[src/rtl/shiftreg_xfer.sv]
`default_nettype none
// ============================================================================
// Module   : shiftreg_xfer
// Purpose  : Full-duplex load/shift word-transfer engine. Accepts a parallel
//            word over valid/ready, shifts it out LANES bits per step while
//            shifting serial data in, then posts the received word to a
//            holding register with its own valid/ready handshake.
// Revision : 1.0 - initial release
// ============================================================================
module shiftreg_xfer #(
  parameter int WIDTH    = 10,
  parameter int LANES    = 1,
  parameter bit LEFT     = 1'b0,
  parameter bit IDLE_OUT = 1'b1,
  localparam int STEPS   = WIDTH / LANES,
  localparam int CW      = $clog2(STEPS + 1)
) (
  input  logic             clock_in,
  input  logic             reset_in,
  input  logic             load_valid_in,
  output logic             load_ready_out,
  input  logic [WIDTH-1:0] pdata_in,
  input  logic             shift_in,
  input  logic             abort_in,
  input  logic [LANES-1:0] sdata_in,
  output logic [LANES-1:0] sdata_out,
  output logic [WIDTH-1:0] pdata_out,
  output logic             cap_valid_out,
  input  logic             cap_ready_in,
  output logic             done_out,
  output logic             overrun_out,
  output logic             busy_out,
  output logic [CW-1:0]    count_out
);

  localparam logic [CW-1:0] C_LAST_CNT  = CW'(STEPS - 1);
  localparam logic [CW-1:0] C_STEPS_CNT = CW'(STEPS);

  typedef enum logic [0:0] {
    ST_IDLE  = 1'b0,
    ST_SHIFT = 1'b1
  } state_t;

  state_t             state_q, state_d;
  logic [WIDTH-1:0]   shreg_q, shreg_d;
  logic [CW-1:0]      count_q, count_d;
  logic [WIDTH-1:0]   pdata_q, pdata_d;
  logic               cap_valid_q, cap_valid_d;
  logic               done_q, done_d;
  logic               overrun_q, overrun_d;

  logic [WIDTH-1:0]   w_shifted;
  logic [LANES-1:0]   w_tx_lanes;
  logic               w_last;
  logic               w_load_ready;

  // Direction-dependent shift path and outgoing lane selection
  generate
    if (LEFT) begin : g_left
      if (WIDTH == LANES) begin : g_full
        assign w_shifted = sdata_in;
      end else begin : g_part
        assign w_shifted = {shreg_q[WIDTH-LANES-1:0], sdata_in};
      end
      assign w_tx_lanes = shreg_q[WIDTH-1 -: LANES];
    end else begin : g_right
      if (WIDTH == LANES) begin : g_full
        assign w_shifted = sdata_in;
      end else begin : g_part
        assign w_shifted = {sdata_in, shreg_q[WIDTH-1:LANES]};
      end
      assign w_tx_lanes = shreg_q[LANES-1:0];
    end
  endgenerate

  assign w_last = (count_q == C_LAST_CNT);

  // Next-state logic: load, shift, completion, abort and holding register
  always_comb begin
    state_d      = state_q;
    shreg_d      = shreg_q;
    count_d      = count_q;
    pdata_d      = pdata_q;
    cap_valid_d  = cap_valid_q;
    done_d       = 1'b0;
    overrun_d    = overrun_q;
    w_load_ready = 1'b0;

    // A pop frees the holding register unless a capture lands the same cycle
    if (cap_valid_q && cap_ready_in) begin
      cap_valid_d = 1'b0;
    end

    case (state_q)
      ST_IDLE: begin
        w_load_ready = 1'b1;
        count_d      = '0;
        if (load_valid_in) begin
          shreg_d = pdata_in;
          state_d = ST_SHIFT;
        end
      end
      ST_SHIFT: begin
        if (abort_in) begin
          state_d = ST_IDLE;
          count_d = '0;
        end else if (shift_in) begin
          shreg_d = w_shifted;
          count_d = count_q + CW'(1);
          if (w_last) begin
            w_load_ready = 1'b1;
            pdata_d      = w_shifted;
            cap_valid_d  = 1'b1;
            done_d       = 1'b1;
            if (cap_valid_q && !cap_ready_in) begin
              overrun_d = 1'b1;
            end
            count_d = C_STEPS_CNT;
            state_d = ST_IDLE;
            // Back-to-back: next word starts with no idle gap
            if (load_valid_in) begin
              shreg_d = pdata_in;
              count_d = '0;
              state_d = ST_SHIFT;
            end
          end
        end
      end
      default: begin
        state_d = ST_IDLE;
      end
    endcase
  end

  // State and datapath registers with asynchronous reset
  always_ff @(posedge clock_in or posedge reset_in) begin
    if (reset_in) begin
      state_q     <= ST_IDLE;
      shreg_q     <= '0;
      count_q     <= '0;
      pdata_q     <= '0;
      cap_valid_q <= 1'b0;
      done_q      <= 1'b0;
      overrun_q   <= 1'b0;
    end else begin
      state_q     <= state_d;
      shreg_q     <= shreg_d;
      count_q     <= count_d;
      pdata_q     <= pdata_d;
      cap_valid_q <= cap_valid_d;
      done_q      <= done_d;
      overrun_q   <= overrun_d;
    end
  end

  assign load_ready_out = w_load_ready;
  assign sdata_out      = (state_q == ST_SHIFT) ? w_tx_lanes : {LANES{IDLE_OUT}};
  assign pdata_out      = pdata_q;
  assign cap_valid_out  = cap_valid_q;
  assign done_out       = done_q;
  assign overrun_out    = overrun_q;
  assign busy_out       = (state_q == ST_SHIFT);
  assign count_out      = count_q;

endmodule
`default_nettype wire

[config.mk]
export PLATFORM = sky130hd
export DESIGN_NAME = shiftreg_xfer
export DESIGN_NICKNAME = d
export VERILOG_FILES = /design/src/rtl/shiftreg_xfer.sv
export SDC_FILE = /design/constraint.sdc
export NUM_CORES = 1
export LEC_CHECK = 0
export ABC_AREA = 1
export CAP_MARGIN = 0
export CORE_MARGIN = 2
export CORE_UTILIZATION = 50
export CTS_CLUSTER_DIAMETER = 200
export DETAILED_ROUTE_END_ITERATION = 8
export GPL_TIMING_DRIVEN = 0
export PLACE_DENSITY = 0.83
export SYNTH_ARGS = -nofsm -noshare
export SYNTH_HDL_FRONTEND = slang
export SYNTH_SLANG_ARGS = --single-unit
[constraint.sdc]
create_clock -name clock_in -period 2.75 [get_ports clock_in]
set_clock_uncertainty 0.05 [all_clocks]
set_input_delay 0.55 -clock clock_in [delete_from_list [all_inputs] [get_ports clock_in]]
set_output_delay 0.55 -clock clock_in [all_outputs]
set_load 0.03 [all_outputs]
==> flow_results.org, run 1 <==
** Timing
- Setup repair after global routing missed its margin :: false
- Headroom to the max-slew limit came out at 0.315.
- Share of the clock period used by the worst path after layout :: 0.909
- The final count of pins violating max slew came to 0.
- At the pin with the least slew margin, the transition time is about 1000 ps.
- Final setup TNS :: 0 ps
- Setup violations remaining at the end of the flow were counted as 0.
- For this run, the top clock speed supported by timing is about 400 MHz.
- Number of endpoints with negative hold slack in the final report :: 0
- Min Clock Period, post-route :: about 2500 ps

** Route
- Once detail routing completed, the nets flagged for antenna violations numbered 0.
- Summed over all layers, the routed wires come to approximately 2900 um.
- Number of detailed-route iterations in the first pass :: 4
- After detailed routing, the average wire length per cell comes to ~12 um.
- Iteration-0 DRC count of the detailed router :: 36
- DRC violation count after routing :: 0
- Vias per Instance :: 5.09
- Summing over every cut layer, the via total after detailed routing is about 1,200.

** GRT
- The initial antenna violation count came to 0.
- Entering global routing, the biggest net connects 29 pins.
- The number of global-route vias before repair came to 1,193.
- First-pass GRT wire length :: 5210 um
- Sum of overflow across all layers after global routing :: 0
- Across every metal layer, demand over resource in global routing totals 0.207.

** CTS
- H-tree depth reported by CTS :: 1
- At the later pin of the worst-skew pair, clock insertion delay measures between 300 and 400 ps.
- For this design, the CTS-stage hold fixing added 0 buffers.
- Maximum clock path buffer count :: 2
- Buffers inserted during clock tree synthesis total 3.
- Clock transition time at the flip-flop clock pins of the worst setup and hold paths :: about 150 ps
- CTS tree :: built
- Setup repair bufs after CTS :: 0
- Root Buffer :: sky130_fd_sc_hd__clkbuf_4
- Clock tree synthesis found a total of 28 sinks.

** Floorplanning
- Total I/O pin count :: 37
- After floorplanning, the core was divided into 18 placement rows.
- Die H :: roughly 56 um
- Starting density of the core :: 0.534
- The die covers ~3100 um2.
- Placeable Area :: between 2000 and 2500 um2
- Die width :: 55.7 um

** Critical path
- Worst reg2reg path depth :: 8
- The endpoint identified for the worst register-to-register timing path is pdata_out[2]$_DFFE_PP0P_.
- The startpoint identified for the worst register-to-register timing path is count_out[1]$_DFFE_PP0P_.
- For this design, the slowest cell found on the critical path is sky130_fd_sc_hd__dfrtp_1.
- In this run the worst path has a maximum fanout of 4.
- Type of the setup path with the least slack :: reg2out
- Slowest cell delay on critical path :: approximately 450 ps
- Endpoint type of the worst setup path :: output port
- STA classifies the critical path startpoint as a flip-flop.
- Data required time of the critical path :: 2150 ps
- Cell Chain, Critical Path :: inv_1 -> ha_1 -> nand3_1 -> o31ai_1 -> dlygate4sd2_1
- Register-to-register setup slack :: 1180 ps
- Worst path bufs/invs :: 2
- Gate family responsible for the most delay along the worst path :: buffers and inverters
- Arrival time worst endpoint :: 1900 ps

** Synth
- The share of the Yosys chip area taken by registers is 0.525.
- Per-instance average area after synthesis :: approximately 8 um2
- The largest total area in the synthesized netlist belongs to sky130_fd_sc_hd__dfrtp_1.
- Number of warning messages in the yosys log :: 0
- Proportion of netlist area held by the largest area contributor :: 0.525
- Sorting the synthesized cells by area gives the leading types as sky130_fd_sc_hd__dfrtp_1 (53%), sky130_fd_sc_hd__nand2_1 (13%), sky130_fd_sc_hd__inv_1 (8.7%).
- Flip-flop and latch count after synthesis :: 28
- Counting distinct cell types in the post-synthesis netlist gives 23.
- In this run the cell area of the synthesized design comes to about 1300 um2.
- The number of nets handed over by synthesis was 185.
- Synthesis produced a netlist whose cell count is around 170.

** Worst hold path
- Along the worst hold path, the cell count comes to 1.
- The path with the worst hold slack has its endpoint at overrun_out$_DFFE_PP0P_.
- Type of the worst min-delay path :: reg2reg
- Hold wc startpoint :: overrun_out$_DFFE_PP0P_

** Final layout
- From synthesis to final layout, the design area changed by 32.5%.
- Of the cells placed in the final design, the portion with a size suffix greater than 1 is 0.0728.
- At the end of the flow, the number of nets in the layout was around 230.
- Antenna Cells :: 0
- Post-route standard cell area excluding fillers :: 1770 um2

** Power and ir drop
- Pwr/cell area :: 523 nW/um2
- Power consumption :: approximately 0.92 mW
- In this run the static leakage power is ~0.92 nW.
- Max VDD drop :: roughly 0.45 mV

** Place
- Number of port buffers :: 36
- Detailed placement ended at an HPWL of roughly 2200 um.
- Once placement finished, the instance area stood at 1730 um2.
- Placer's final routability congestion estimate :: roughly 0.78

** Status
- The run finished with clean final reports.

** Flow run
- The tool flagged a number of max-cap violations equal to 0.
-- how the worst max path moves through the flow --
stage	slack (ps)	to	from	cells past startpoint
after floorplan	460	load_ready_out	count_out[0]$_DFFE_PP0P_	3
after global placement	110	load_ready_out	shift_in	4
after detailed placement	50	load_ready_out	shift_in	4
after CTS	270	load_ready_out	count_out[1]$_DFFE_PP0P_	5
after global routing	160	load_ready_out	count_out[1]$_DFFE_PP0P_	5
final	250	load_ready_out	count_out[1]$_DFFE_PP0P_	5
-- cells in the mapped netlist --
cell type and n:
sky130_fd_sc_hd__clkbuf_1 1, sky130_fd_sc_hd__inv_2 2, sky130_fd_sc_hd__nor2_1 2, sky130_fd_sc_hd__or2_2 1
sky130_fd_sc_hd__buf_4 1, sky130_fd_sc_hd__a21o_1 1, sky130_fd_sc_hd__nand2_2 3, sky130_fd_sc_hd__nand4_1 1
sky130_fd_sc_hd__ha_1 2, sky130_fd_sc_hd__o22ai_1 2, sky130_fd_sc_hd__o21ai_0 3, sky130_fd_sc_hd__o31ai_1 1
sky130_fd_sc_hd__nand3_1 23, sky130_fd_sc_hd__xor2_1 1, sky130_fd_sc_hd__inv_1 31, sky130_fd_sc_hd__buf_2 3
sky130_fd_sc_hd__nor3_1 1, sky130_fd_sc_hd__nor2_4 1, sky130_fd_sc_hd__xnor2_1 1, sky130_fd_sc_hd__a21oi_1 1
sky130_fd_sc_hd__dfrtp_1 28, sky130_fd_sc_hd__o21ai_1 10, sky130_fd_sc_hd__nand2_1 46
-- cell usage in the layout, fill, tap and decap left out, types with 2 or more instances in the layout --
master | Yosys | layout
sky130_fd_sc_hd__nor2_1 | 2 | 2
sky130_fd_sc_hd__nand3_1 | 23 | 23
sky130_fd_sc_hd__clkbuf_4 | 0 | 3
sky130_fd_sc_hd__o21ai_1 | 10 | 10
sky130_fd_sc_hd__nand2_2 | 3 | 3
sky130_fd_sc_hd__ha_1 | 2 | 2
sky130_fd_sc_hd__o22ai_1 | 2 | 2
sky130_fd_sc_hd__buf_2 | 3 | 3
sky130_fd_sc_hd__clkdlybuf4s50_1 | 0 | 35
sky130_fd_sc_hd__inv_1 | 31 | 31
sky130_fd_sc_hd__dfrtp_1 | 28 | 28
sky130_fd_sc_hd__nand2_1 | 46 | 46
sky130_fd_sc_hd__inv_2 | 2 | 2
sky130_fd_sc_hd__o21ai_0 | 3 | 3
-- metal layers --
layer	track usage	vias to the layer above	part of all wire
li1	-	595	-
met1	0.275	559	0.43
met2	0.347	43	0.50
met3	0.0279	4	0.066
met4	0.0732	0	0.0076
met5	0	-	0
-- kinds of logic after synthesis --
group / after synthesis / share of synthesized area
AOI/OAI and AO/OA: 18 / 0.0732
adders and majority gates: 2 / 0.0188
buffers and inverters: 38 / 0.113
xor gates and xnor gates: 2 / 0.0131
and+or+nand+nor: 78 / 0.257
DFF: 28 / 0.525
-- through the flow --
stage | hold WS, ps | instances | utilization | setup WS, ps
after floorplan | 392 | 166 | - | 457
final | 445 | 236 | 0.707 | 250
after global routing | 475 | 236 | 0.707 | 156
after global placement | 390 | 232 | 0.693 | 109
after detailed placement | 408 | 232 | 0.693 | 52.2
after CTS | 442 | 236 | 0.707 | 269
-- cell type report --
cell class	instances	area, um2
buffer	5	26.3
clock buffer	4	36.3
fill	207	733
inverter	33	124
multi-input combinational	100	483
sequential	28	701
tap	30	37.5
timing repair buffer	36	359
-- registers in the layout, summed over array words and instances, names as in the netlist --
name	cells
shreg_q	10
cap_valid_out	1
pdata_out	10
count_out	4
done_out	1
overrun_out	1
busy_out	1
-- power breakdown --
group          internal [mW]  switching [mW]  total (mW)
combinational         0.0911           0.139       0.230
sequential             0.462          0.0322       0.494
clock                 0.0811           0.119       0.200
-- repair_timing --
| item | in CTS | in global routing |
|---|---|---|
| setup endpoints to repair | 1 | 0 |
| endpoints found under the hold margin | 0 | 0 |
| gates resized for setup | 1 | 0 |
(Power assumes the default switching activity.)
==> inputs of run 2 (changes only) <==
--- a/config.mk
+++ b/config.mk
@@ -7,12 +7,12 @@
 export LEC_CHECK = 0
 export ABC_AREA = 1
 export CAP_MARGIN = 0
-export CORE_MARGIN = 2
 export CORE_UTILIZATION = 50
 export CTS_CLUSTER_DIAMETER = 200
 export DETAILED_ROUTE_END_ITERATION = 8
 export GPL_TIMING_DRIVEN = 0
 export PLACE_DENSITY = 0.83
+export SKIP_LAST_GASP = 1
 export SYNTH_ARGS = -nofsm -noshare
 export SYNTH_HDL_FRONTEND = slang
 export SYNTH_SLANG_ARGS = --single-unit
==> run 2 against run 1 <==
Critical path depth is 2 lower. Clock power rose by 2%. Utilization up 0.15 points. Final area rose by 0.21%. Routed wire length increased by 1.2%. Register-to-register slack better by 40 ps. Combinational power up 3%.
==> flow_results.org, run 2 (synthesis gave the netlist of run 1 again) <==
** Final layout
- Most frequent cells in the layout: sky130_fd_sc_hd__nand2_1 (46), sky130_fd_sc_hd__clkdlybuf4s50_1 (35), sky130_fd_sc_hd__inv_1 (31) (unchanged).
- Filler Cells Inserted :: 201 (was 207)
- Layout cells sized above 1 :: 0.0728 (unchanged)
- The number of inserted diodes came to 0 (unchanged).
- The number of nets in the layout came to 226 (unchanged).
- The commonest non-fill, non-tap cell in the layout is sky130_fd_sc_hd__nand2_1 (unchanged).
- The layout overhead on the synthesized area is 32.7% (was 32.5%).

** CTS
- The number of sinks driven by the clock tree was 28 (unchanged).
- The number of instances resized during post-cts repair is 0 (was 1).
- The number of CTS-inserted buffers was 3 (unchanged).
- The worst-case clock buffer depth was 2 (unchanged).
- The post-CTS clock slew at the launch and capture registers of the worst setup and hold paths was 150 ps (about the same).
- CTS hold repair buffers :: 0 (unchanged)
- The H-tree depth reported by CTS was 1 (unchanged).
- The CTS tree is built (unchanged).
- Root Buffer :: sky130_fd_sc_hd__clkbuf_4 (unchanged)
- The clock latency on the worst-skew pair came to 330 ps (about the same).
- Setup repair bufs after CTS :: 0 (unchanged)

** Timing
- The number of hold-slack violations in the final timing report is 0 (unchanged).
- The final total negative setup slack was 0 ps (unchanged).
- The part of the cycle the worst path needs came to 0.873 (was 0.909).
- The number of endpoints failing setup at the final stage came to 0 (unchanged).
- The post-route minimum period is 2400 ps (was 2500 ps).
- The maximum clock frequency is 416 MHz (was 400 MHz).
- Max-slew headroom at the worst pin :: 0.309 (was 0.315)
- Setup repair after global routing missed its margin: false (unchanged).
- Worst slew pin tran :: 1030 ps (about the same)
- Pins Over Slew Limit :: 0 (unchanged)

** Floorplanning
- The die span in x was 53.7 um (was 55.7 um).
- The core footprint was 2500 um2 (unchanged).
- Starting density of the core :: 0.534 (unchanged)
- The height of the die is 53.7 um (was 55.7 um).
- The top-level port count was 37 (unchanged).
- Number of standard-cell rows in the floorplan :: 18 (unchanged)
- The die footprint is 2880 um2 (was 3100 um2).

** Critical path
- Cell Chain, Critical Path: inv_1 -> or2_2 -> clkdlybuf4s50_1 (was inv_1 -> ha_1 -> nand3_1 -> o31ai_1 -> dlygate4sd2_1).
- The launch point of the worst reg-to-reg path is count_out[1]$_DFFE_PP0P_ (unchanged).
- The required time of the critical path was 2150 ps (about the same).
- Cell type of the slowest stage on the worst timing path :: sky130_fd_sc_hd__clkdlybuf4s50_1 (was sky130_fd_sc_hd__dfrtp_1)
- The worst-case register-to-register setup slack was 1220 ps (was 1180 ps).
- The startpoint type of the worst setup path is a flip-flop (unchanged).
- The maximum cell stage delay along the critical path is 590 ps (was 450 ps).
- The endpoint of the most critical register-to-register path is shreg_q[9]$_DFFE_PP0P_ (was pdata_out[2]$_DFFE_PP0P_).
- The cell depth of the worst flop-to-flop path is 7 (was 8).
- The largest fanout of any net on the critical path is 7 (was 4).
- Worst path bufs/invs :: 2 (unchanged)
- Arrival time worst endpoint :: 1800 ps (was 1900 ps)
- Endpoint type of the worst setup path :: output port (unchanged)
- The family with the most delay on the worst path is buffers and inverters (unchanged).
- The critical path start-end classification is reg2out (unchanged).

** Status
- Status: completed (unchanged).

** Route
- The via density per instance was 5.03 (was 5.09).
- Routed met1 length :: 1380 um (was 1250 um)
- Iteration-0 DRC count of the detailed router :: 35 (was 36)
- DRC violation count after routing :: 0 (unchanged)
- The average wire per cell in the routed design was 12.4 um (was 12.3 um).
- The amount of wire on met3 after detailed routing came to 144 um (was 190 um).
- The topmost layer with routed signal wires was met4 (unchanged).
- The number of iterations in the first detailed-routing pass came to 4 (unchanged).
- The total wire length was 2930 um (was 2900 um).
- The total number of vias is 1,187 (was 1,201).
- The met2 wire length is 1340 um (was 1440 um).
- Antenna-violating nets left :: 0 (unchanged)

** Worst hold path
- The class of the most critical hold timing path was reg2reg (unchanged).
- Destination of the worst hold path :: overrun_out$_DFFE_PP0P_ (unchanged)
- Number of cells on the worst hold path :: 1 (unchanged)
- Hold wc startpoint :: overrun_out$_DFFE_PP0P_ (unchanged)

** GRT
- The maximum number of pins on one net before global-route repair came to 29 (unchanged).
- The total overflow reported by the global router was 0 (unchanged).
- GRT Total Usage :: 0.233 (was 0.207)
- First-pass GRT wire length :: 4770 um (was 5210 um)
- Antenna violations before repair :: 0 (unchanged)
- The number of global-route vias before repair is 1,100 (was 1,193).

** Place
- The global placer's final weighted congestion came to 0.754 (was 0.779).
- Final HPWL from detailed placement :: 2170 um (was 2230 um)
- The count of input and output buffers is 36 (unchanged).

** Power and ir drop
- Leakage power :: 0.926 nW (was 0.919 nW)
- Pwr/cell area :: 529 nW/um2 (was 523 nW/um2)
- The post-route total power came to 0.937 mW (was 0.924 mW).
- Max VDD drop :: 0.344 mV (was 0.449 mV)

** Flow run
- The max-cap check violation count is 0 (unchanged).
## run 2: cell types whose count changed in the layout (fill, tap and decap cells not counted)
cell,change
sky130_fd_sc_hd__dlygate4sd2_1,-1
sky130_fd_sc_hd__dlymetal6s2s_1,+1
## run 2: report_power, final
part	internal, mW	leakage, nW	switching [mW]
sequential	0.462	0.371	0.0330
combinational	0.0923	0.535	0.146
clock	0.0811	0.0210	0.123
## run 2: metal layers
layer,track usage,vias up
li1,-,591
met1,0.313,546
met2,0.367,42
met3,0.0311,8
met4,0.123,0
met5,0,-
## run 2: cell type report
| class | count | area, um2 | area share |
|---|---|---|---|
| Buffer | 5 | 26.3 | 0.0148 |
| Sequential cell | 28 | 701 | 0.396 |
| Clock buffer | 4 | 36.3 | 0.0205 |
| Inverter | 33 | 124 | 0.0700 |
| Timing Repair Buffer | 36 | 363 | 0.205 |
| Tap cell | 30 | 37.5 | 0.0212 |
| Multi-Input combinational cell | 100 | 483 | 0.273 |
## run 2: how the worst max path moves through the flow
| stage | startpoint | end | slack (ps) | cells past startpoint |
|---|---|---|---|---|
| floorplan | count_out[0]$_DFFE_PP0P_ | load_ready_out | 460 | 3 |
| global placement | shift_in | load_ready_out | 110 | 4 |
| detailed placement | shift_in | load_ready_out | 90 | 4 |
| CTS | count_out[1]$_DFFE_PP0P_ | load_ready_out | 20 | 5 |
| global route | busy_out$_DFF_PP0_ | sdata_out | 280 | 3 |
| finish | busy_out$_DFF_PP0_ | sdata_out | 350 | 3 |
## run 2: stage by stage
step	util	cell area (um2)	instances	hold WS [ps]	setup WS [ps]
finish	0.708	1770	236	427	348
global route	0.708	1770	236	450	280
CTS	0.707	1770	236	434	15.1
detailed placement	0.693	1730	232	402	90.4
global placement	0.693	1730	232	390	111
floorplan	-	1330	166	392	457
## run 2: worst register-to-register path: stages (launching register included)
cell                      delay (ps)
sky130_fd_sc_hd__dfrtp_1         440
sky130_fd_sc_hd__inv_1            90
sky130_fd_sc_hd__ha_1            170
sky130_fd_sc_hd__nand4_1         130
sky130_fd_sc_hd__nand2_1         290
sky130_fd_sc_hd__nand2_1         100
sky130_fd_sc_hd__nand3_1         100
sky130_fd_sc_hd__nand2_1          70
